==> config.mk <==
export PLATFORM = sky130hd
export DESIGN_NAME = csidh_fp_correct
export DESIGN_NICKNAME = d
export VERILOG_FILES = /design/src/rtl/csidh_fp_correct_pkg.sv /design/src/rtl/csidh_limb_adc.sv /design/src/rtl/csidh_fp_correct.sv
export SDC_FILE = /design/constraint.sdc
export NUM_CORES = 1
export LEC_CHECK = 0
export BUFFER_PORTS_ARGS = -buffer_cell sky130_fd_sc_hd__buf_2
export CAP_MARGIN = 25
export CORE_MARGIN = 2
export CORE_UTILIZATION = 51
export CTS_CLUSTER_DIAMETER = 80
export DETAILED_ROUTE_END_ITERATION = 8
export PLACE_DENSITY = 0.71
export RECOVER_POWER = 50
export REMOVE_ABC_BUFFERS = 1
export SYNTH_ARGS = -nofsm -noshare
export SYNTH_HDL_FRONTEND = slang
export SYNTH_SLANG_ARGS = --single-unit
==> constraint.sdc <==
create_clock -name g_clk -period 5.06 [get_ports g_clk]
set_input_delay 0.253 -clock g_clk [delete_from_list [all_inputs] [get_ports g_clk]]
set_output_delay 0.253 -clock g_clk [all_outputs]
set_load 0.01 [all_outputs]
==> src/rtl/csidh_fp_correct_pkg.sv <==
// Shared constants for the CSIDH-512 Fp final-reduction engine: limb geometry,
// the prime p split into 64-bit limbs (LS limb first), and the FSM state encoding.
package csidh_pkg;

   localparam int XLEN   = 64;
   localparam int NLIMBS = 8;
   localparam int IDX_W  = $clog2(NLIMBS);

   localparam logic [XLEN-1:0] CSIDH_P_LIMB [0:NLIMBS-1] = '{
      64'h1b81b90533c6c87b, 64'hc2721bf457aca835,
      64'h516730cc1f0b4f25, 64'ha7aac6c567f35507,
      64'h5afbfcc69322c9cd, 64'hb42d083aedc88c42,
      64'hfc8ab0d15e3e4c4a, 64'h65b48e8f740f89bf
   };

   typedef enum logic [1:0] {
      IDLE = 2'd0,
      SUB  = 2'd1,
      ADD  = 2'd2
   } state_t;

endpackage

==> src/rtl/csidh_limb_adc.sv <==
// One-limb adder/subtractor with carry (or borrow) in and out.
// SUB=1 computes a - b - cin; cout is then the borrow-out.
module csidh_limb_adc
   import csidh_pkg::*;
#(
   parameter bit SUB = 1'b0
) (
   input  logic [XLEN-1:0] a,
   input  logic [XLEN-1:0] b,
   input  logic            cin,
   output logic [XLEN-1:0] s,
   output logic            cout
);

   logic [XLEN:0] wide;

   // A 65-bit result holds the carry, or (for subtraction) the sign bit as borrow.
   always_comb begin
      if (SUB) wide = {1'b0, a} - {1'b0, b} - {{XLEN{1'b0}}, cin};
      else     wide = {1'b0, a} + {1'b0, b} + {{XLEN{1'b0}}, cin};
   end

   assign s    = wide[XLEN-1:0];
   assign cout = wide[XLEN];

endmodule

==> src/rtl/csidh_fp_correct.sv <==
// Streaming final reduction x mod p for x < 2p: pass 1 buffers d = x - p limb by
// limb, pass 2 emits d + (p & mask) where mask is set iff pass 1 borrowed.
module csidh_fp_correct
   import csidh_pkg::*;
(
   input  logic            g_clk,
   input  logic            g_rst,
   input  logic            in_valid,
   output logic            in_ready,
   input  logic [XLEN-1:0] in_data,
   output logic            out_valid,
   input  logic            out_ready,
   output logic [XLEN-1:0] out_data,
   output logic            out_last,
   output logic            busy
);

   state_t           state;
   logic [IDX_W-1:0] idx;
   logic             borrow;
   logic             carry;
   logic [XLEN-1:0]  mask;
   logic [XLEN-1:0]  limb_buf [0:NLIMBS-1];

   logic [XLEN-1:0]  sub_d;
   logic             sub_b;
   logic             add_c;
   logic             in_fire;
   logic             out_fire;
   logic             idx_end;

   assign in_fire  = in_valid & in_ready;
   assign out_fire = out_valid & out_ready;
   assign idx_end  = (idx == IDX_W'(NLIMBS - 1));

   csidh_limb_adc #(.SUB(1'b1)) u_sub (
      .a    (in_data),
      .b    (CSIDH_P_LIMB[idx]),
      .cin  (borrow),
      .s    (sub_d),
      .cout (sub_b)
   );

   // Output path reads only registers, so nothing on in_* reaches out_*.
   csidh_limb_adc #(.SUB(1'b0)) u_add (
      .a    (limb_buf[idx]),
      .b    (CSIDH_P_LIMB[idx] & mask),
      .cin  (carry),
      .s    (out_data),
      .cout (add_c)
   );

   // NOTE: the limb buffer has no reset; every entry is rewritten in pass 1 before it is read.
   always_ff @(posedge g_clk) begin
      if (in_fire) limb_buf[idx] <= sub_d;
   end

   // NOTE: all state is updated with non-blocking assignments so every branch sees pre-edge values.
   always_ff @(posedge g_clk) begin
      if (g_rst) begin
         state     <= IDLE;
         idx       <= '0;
         borrow    <= 1'b0;
         carry     <= 1'b0;
         mask      <= '0;
         in_ready  <= 1'b1;
         out_valid <= 1'b0;
         out_last  <= 1'b0;
         busy      <= 1'b0;
      end else begin
         unique case (state)
            IDLE, SUB: begin
               if (in_fire) begin
                  busy <= 1'b1;
                  if (idx_end) begin
                     mask      <= {XLEN{sub_b}};
                     idx       <= '0;
                     borrow    <= 1'b0;
                     state     <= ADD;
                     in_ready  <= 1'b0;
                     out_valid <= 1'b1;
                     out_last  <= 1'b0;
                  end else begin
                     borrow <= sub_b;
                     idx    <= idx + 1'b1;
                     state  <= SUB;
                  end
               end
            end
            ADD: begin
               if (out_fire) begin
                  if (idx_end) begin
                     idx       <= '0;
                     carry     <= 1'b0;
                     state     <= IDLE;
                     in_ready  <= 1'b1;
                     out_valid <= 1'b0;
                     out_last  <= 1'b0;
                     busy      <= 1'b0;
                  end else begin
                     carry    <= add_c;
                     idx      <= idx + 1'b1;
                     out_last <= (idx == IDX_W'(NLIMBS - 2));
                  end
               end
            end
            default: begin
               state     <= IDLE;
               idx       <= '0;
               in_ready  <= 1'b1;
               out_valid <= 1'b0;
               out_last  <= 1'b0;
               busy      <= 1'b0;
            end
         endcase
      end
   end

endmodule
==> out/results.ini, run 1 <==
[floorplanning]
rows=88
die_h_um=245
initial_core_util_pct=51.5
num_io_pins=136
dieArea_sq_um=60200
die_x_um=245
core-area_sq_um=57700

[timing]
grt_setup_unrepaired=true
hold_violations=0
whs_ns=0.134
slew_viol_final=0
fin_ws_ns=-0.200
setup_viol=10
timing.final.crit_share_pct=104
min_period_ns=5.26
maxSlewHeadroom_pct=9.26
skew_ns=0.0216
worstMarginPinSlew_ns=1.36
fmax_mhz=190

[global_routing]
grt_start_max_net_pins=58
grtUsageTotal_pct=28.8
antenna_found_initial=0
grt_pass1_vias=20700
grt_pass1_wl_um=128000
grt.overflow.total=0

[layout]
drive_gt1_share_pct=31.9
largestRegisters=limb_buf: 512 flops, idx: 3 flops, state: 2 flops
diodes=0
finalNonFillerCells=3452
fillCellCount=4322
nets=2928
multi_input_area_sq_um=14300
synthToLayoutAreaGrowth_pct=22.6
regArea_sq_um=15700
largest_reg_flops=512
largest-register=limb_buf

[outcome]
status=finished with violations
violations=negative setup slack

[logic_synthesis]
synthCells=2332
synth-edff-count=512
synth_cell_types=78
yosysWarningCount=0
synth_area_sq_um=29700
synth_top_cells_by_count=512 x edfxtp_1, 241 x inv_1, 207 x ha_1
synth.avg_cell_area_sq_um=12.7
async_flop_share_pct=0
ys_seq_area_share_pct=52.8
synth_seq_cells=527
synth_top_area_share_pct=51.7
yosysMostFrequentCell=edfxtp_1
yosysTopAreaCell=edfxtp_1
synth_area_leaders=edfxtp_1 52%, mux4_2 9.7%, ha_1 8.7%
synth-main-ff-cell=edfxtp_1

[critical_path]
cp-end-kind=output pin
r2r_setup_slack_ns=0.12
critPathLaunchType=flip-flop
required_ns=4.81
criticalPathCategory=reg2out
worstSetupEndpoint=out_data[60]
path_max_fanout=4
cp.arrival_ns=5.01
r2r_start=idx[1]
reg2reg_depth=21
r2r-end=limb_buf[0][18]

[run]
max-cap-violations=0

[route]
post-route-drc-count=0
drtAntennaViolNets=0
drt-vias-per-instance=6.01
firstDrtPassIters=7
wl_um=87200
first_iter_violations=2012
vias=20700
wl_per_cell_um=25.3

[clock_network]
cts_buffers=52
cts_htree_levels=2
clock_latency_ns=0.61
clock-sinks=527
clockRootBuffer=clkbuf_16
path_clk_slew_ns=0.06
cts_tree=done
ctsLongestPathBuffers=3

[placed_design]
io_buffers=135
dpl.cell_count=3298
dp_hpwl_um=60900
place.gp.congestion=0.995

[min_path]
hp-class=in2reg

[power_and_ir_drop]
irDropWorstVdd_v=0.000279
p_leak_uw=0.0142
power_density_nw_per_um2=402

## routing by layer
layer | global-route usage (%) | routed length, um | part of all wire (%)
met1 | 41.1 | 37100 | 43
met3 | 4.02 | 6630 | 7.6
met2 | 45.9 | 40700 | 47
met4 | 9.25 | 2770 | 3.2
met5 | 0 | 0 | 0
## logic make-up after synthesis
logic type | Yosys count | synth area share [%]
xor gates and xnor gates | 122 | 3.60
DFF | 527 | 52.8
adders and majority gates | 211 | 8.99
AOI/OAI and AO/OA | 478 | 10.6
and+or+nand+nor | 450 | 7.37
muxes | 195 | 12.2
buffers and inverters | 349 | 4.43
## layout make-up
class,count,share of cell area [%]
multi-input combinational,1456,39.2
clock inverter,32,0.725
tap,765,2.63
sequential,527,43.1
clock buffer,60,3.77
inverter,241,2.48
timing repair buffer,371,8.15
## metrics by stage
step | cell area, sq um | total power, uW | setup TNS (ns) | util (%) | setup WS [ns]
2_1_floorplan | 29300 | 8630 | -247.12 | - | -4.54
3_3_place_gp | 32500 | 10100 | -4.55 | 56.3 | -0.148
3_5_place_dp | 32500 | 10200 | -13.74 | 56.3 | -0.298
4_1_cts | 35500 | 14300 | -0.469 | 61.5 | -0.170
5_1_grt | 36400 | 15200 | -3.16 | 63.1 | -0.304
6_report | 36400 | 14600 | -0.727 | 63.1 | -0.200
## worst min-delay path by stage
stage	start	endpoint	slack [ns]	depth (start not counted)
floorplan	g_rst	busy	0.33	1
global placement	out_valid	out_valid	0.49	2
detailed placement	out_valid	out_valid	0.51	2
CTS	in_valid	borrow	0.09	4
global route	in_valid	borrow	0.14	4
finish	in_valid	borrow	0.13	4
## layout by cell type, fill, tap and decap left out, drive strengths merged, types with 6 or more instances in the layout
| cell | n |
|---|---|
| nand2b | 17 |
| a31oi | 27 |
| and2 | 41 |
| nor2 | 115 |
| o21bai | 38 |
| xnor2 | 75 |
| nand3 | 25 |
| mux2 | 64 |
| edfxtp | 512 |
| nand4 | 36 |
| mux4 | 128 |
| ha | 207 |
| a2111oi | 7 |
| o21ai | 78 |
| or2 | 7 |
| dfxtp | 15 |
| nand2 | 131 |
| clkinv | 22 |
| a21boi | 7 |
| a21o | 77 |
| nor3 | 23 |
| xor2 | 47 |
| inv | 245 |
| clkbuf | 64 |
| a211oi | 15 |
| nor2b | 20 |
| and3 | 12 |
| buf | 365 |
| o211ai | 6 |
| o21a | 10 |
| a21oi | 170 |
## report_power, final
group | switching, uW | internal [uW] | total [uW]
logic | 3050 | 2070 | 5120
registers | 67.5 | 5710 | 5780
clock network | 1630 | 2100 | 3730
## repair_timing
action,in CTS,in global routing
resized for setup,162,152
hold endpoints to repair,3,0
buffers inserted,41,25
gates cloned,3,0
hold buffers,1,0
pin swaps,57,58
setup endpoints to repair,161,239
## critical path, cell delays in order (launching register included)
cell	delay [ns]
dfxtp_4	0.40
buf_12	0.12
mux4_2	0.49
mux2_4	0.29
fa_2	0.38
fa_2	0.42
a21oi_4	0.20
o221ai_4	0.16
nand4_1	0.18
a21oi_2	0.11
o31ai_4	0.35
a2111oi_4	0.15
o21ai_2	0.19
o21a_1	0.22
mux2i_1	0.09
a2111oi_0	0.32
buf_4	0.22
buf_6	0.10
Power figures use the tool's default switching activity.
==> inputs of run 2 (changes only) <==
- clock period: 5.06 -> 4.75 ns (I/O delays scaled with it)
==> out/results.ini, run 2 (same netlist as run 1, synthesis figures left out) <==
[critical_path]
slowest_delay_ns=0.48  ; was 0.49 ns
cp.arrival_ns=5.02  ; was 5.01 ns
critPathLaunchType=flip-flop  ; unchanged
cp_top_family=compound AO/OA/AOI/OAI gates  ; unchanged
crit_path_cell_trace=buf_6, mux4_2, mux2_4, fa_2, fa_2, a21oi_4, o221ai_4, buf_6, a21o_1, nor2_4, o21a_1, o21ai_2, a31oi_1, buf_4, o41ai_2, buf_4, a211oi_2, xnor2_1, buf_2  ; was buf_12, mux4_2, mux2_4, fa_2, fa_2, a21oi_4, o221ai_4, nand4_1, a21oi_2, o31ai_4, a2111oi_4, o21ai_2, o21a_1, mux2i_1, a2111oi_0, buf_4, buf_6
required_ns=4.51  ; was 4.81 ns
slowest_stage=mux4_2  ; unchanged
path_max_fanout=4  ; unchanged
worst-path-buf-inv=5  ; was 3
criticalPathCategory=reg2out  ; unchanged
cp-end-kind=output pin  ; unchanged
r2r_setup_slack_ns=-0.21  ; was 0.12 ns

[global_routing]
grt_pass1_vias=21700  ; was 20700
antenna_found_initial=2  ; was 0
grt_start_max_net_pins=50  ; was 58
grt.overflow.total=0  ; unchanged
grtUsageTotal_pct=29.7  ; was 28.8%
grt_pass1_wl_um=133000  ; was 128000 um

[layout]
nets=3075  ; was 2928
fillCellCount=3987  ; was 4322
synthToLayoutAreaGrowth_pct=28.7  ; was 22.6%
largest-register=limb_buf  ; unchanged
finalNonFillerCells=3605  ; was 3452
final_cell_mix=512 x edfxtp_1, 309 x buf_4, 238 x inv_1, 184 x ha_1, 136 x a21oi_1  ; was 512 x edfxtp_1, 239 x inv_1, 190 x buf_4, 168 x ha_1, 135 x a21oi_1
layout_commonest_cell=edfxtp_1  ; unchanged
diodes=0  ; unchanged
largest_reg_flops=512  ; unchanged
drive_gt1_share_pct=36.5  ; was 31.9%
largestRegisters=limb_buf: 512 flops, idx: 3 flops, state: 2 flops  ; unchanged

[floorplanning]
num_io_pins=136  ; unchanged
die_x_um=245  ; unchanged
dieArea_sq_um=60200  ; unchanged
core-area_sq_um=57700  ; unchanged
die_h_um=245  ; unchanged
rows=88  ; unchanged
initial_core_util_pct=51.5  ; unchanged

[outcome]
status=finished with violations  ; unchanged
violations=max-capacitance violations, max-slew violations, negative setup slack  ; was negative setup slack

[timing]
timing.final.crit_share_pct=111
fmax_mhz=190
fin_ws_ns=-0.511  ; was -0.200 ns
grt_setup_unrepaired=true  ; unchanged
maxSlewHeadroom_pct=-46.0  ; was 9.26%
hold_violations=0  ; unchanged
worstMarginPinSlew_ns=2.18  ; was 1.36 ns
skew_ns=0.0373  ; was 0.0216 ns
min_period_ns=5.26
finalSetupTns_ns=-18.74  ; was -0.727 ns
slew_viol_final=16  ; was 0
setup_viol=104  ; was 10

[clock_network]
cts_tree=done  ; unchanged
cts_htree_levels=2  ; unchanged
clock_latency_ns=0.65  ; was 0.61 ns
clock-sinks=527  ; unchanged
clockRootBuffer=clkbuf_16  ; unchanged
path_clk_slew_ns=0.06  ; about the same
cts_buffers=53  ; was 52
ctsLongestPathBuffers=3  ; unchanged

[route]
wl_um=90600  ; was 87200 um
vias=21700  ; was 20700
firstDrtPassIters=6  ; was 7
post-route-drc-count=0  ; unchanged
drtAntennaViolNets=0  ; unchanged
wl_per_cell_um=25.1  ; was 25.3 um
drt-vias-per-instance=6.02  ; was 6.01
first_iter_violations=2217  ; was 2012

[placed_design]
dp_hpwl_um=62200  ; was 60900 um
io_buffers=135  ; unchanged
dpl.cell_count=3443  ; was 3298
place.gp.congestion=0.976  ; was 0.995

[min_path]
hp-class=in2reg  ; unchanged

[power_and_ir_drop]
p_leak_uw=0.0152  ; was 0.0142 uW
power_density_nw_per_um2=432  ; was 402 nW/um^2
irDropWorstVdd_v=0.000307  ; was 0.000279 V

[run]
max-cap-violations=1  ; was 0

-- run 2: changes by cell type in the layout (fill, tap and decap cells not counted), moves of 8 or more --
cell	before	now
buf_4	190	309
buf_6	22	57
ha_1	168	184
ha_2	11	3
ha_4	28	20
xnor2_1	56	42
xnor2_4	4	14
xor2_1	36	26
-- run 2: per-layer routing --
layer | GRT usage [%] | up-vias | wire [um]
met2 | 47.6 | 1083 | 42700
met5 | 0 | - | 22
met3 | 5.50 | 196 | 8160
met1 | 40.3 | 10800 | 35800
met4 | 11.7 | 4 | 3850
li1 | - | 9640 | -
-- run 2: per-stage QoR --
step                utilization [%]  cell area (sq um)  hold slack [ns]  setup WS (ns)  total power, uW
floorplan                         -              29300            0.310          -4.84             9190
global placement               58.3              33600            0.472         -0.453            11000
detailed placement             58.3              33600            0.484         -0.599            11100
CTS                            64.8              37400           0.0781         -0.415            16100
global route                   66.3              38200            0.121         -0.600            17100
finish                         66.3              38200            0.102         -0.511            16500
-- run 2: area by class of cell --
cell class	instances	area [sq um]	share of cell area (%)
clock buffer	60	1390	3.64
clock inverter	39	465	1.22
inverter	241	905	2.37
multi-input combinational	1456	14600	38.2
sequential	527	15700	41.0
tap	765	957	2.50
timing repair buffer	517	4220	11.0
-- run 2: path summary, 6_finish.rpt --
| check | startpoint | to | depth (start not counted) |
|---|---|---|---|
| setup / recovery | flip-flop | out_data[58] | 19 |
| hold / removal | out_ready | carry | 4 |
| setup reg to reg | idx[0] | limb_buf[4][56] | 20 |
| hold reg to reg | out_last | out_last | 2 |
-- run 2: repair_timing --
action	in CTS	in global routing
buffers inserted	35	32
gates cloned	5	0
gates resized for setup	263	132
hold buffers	1	0
pin swaps	92	68
endpoints found under the setup margin	289	313
hold endpoints to repair	8	0
-- run 2: report_power, final --
group	internal, uW	switching (uW)	leakage, uW
logic	2550	3430	0.00951
clock network	2530	1860	0.000915
registers	6090	72.5	0.00478
total	11200	5360	0.0152
-- run 2: worst min-delay path, stage by stage --
cell,delay (ns)
buf_2,0.09
and2_1,0.16
nand3_1,0.10
o41ai_1,0.08
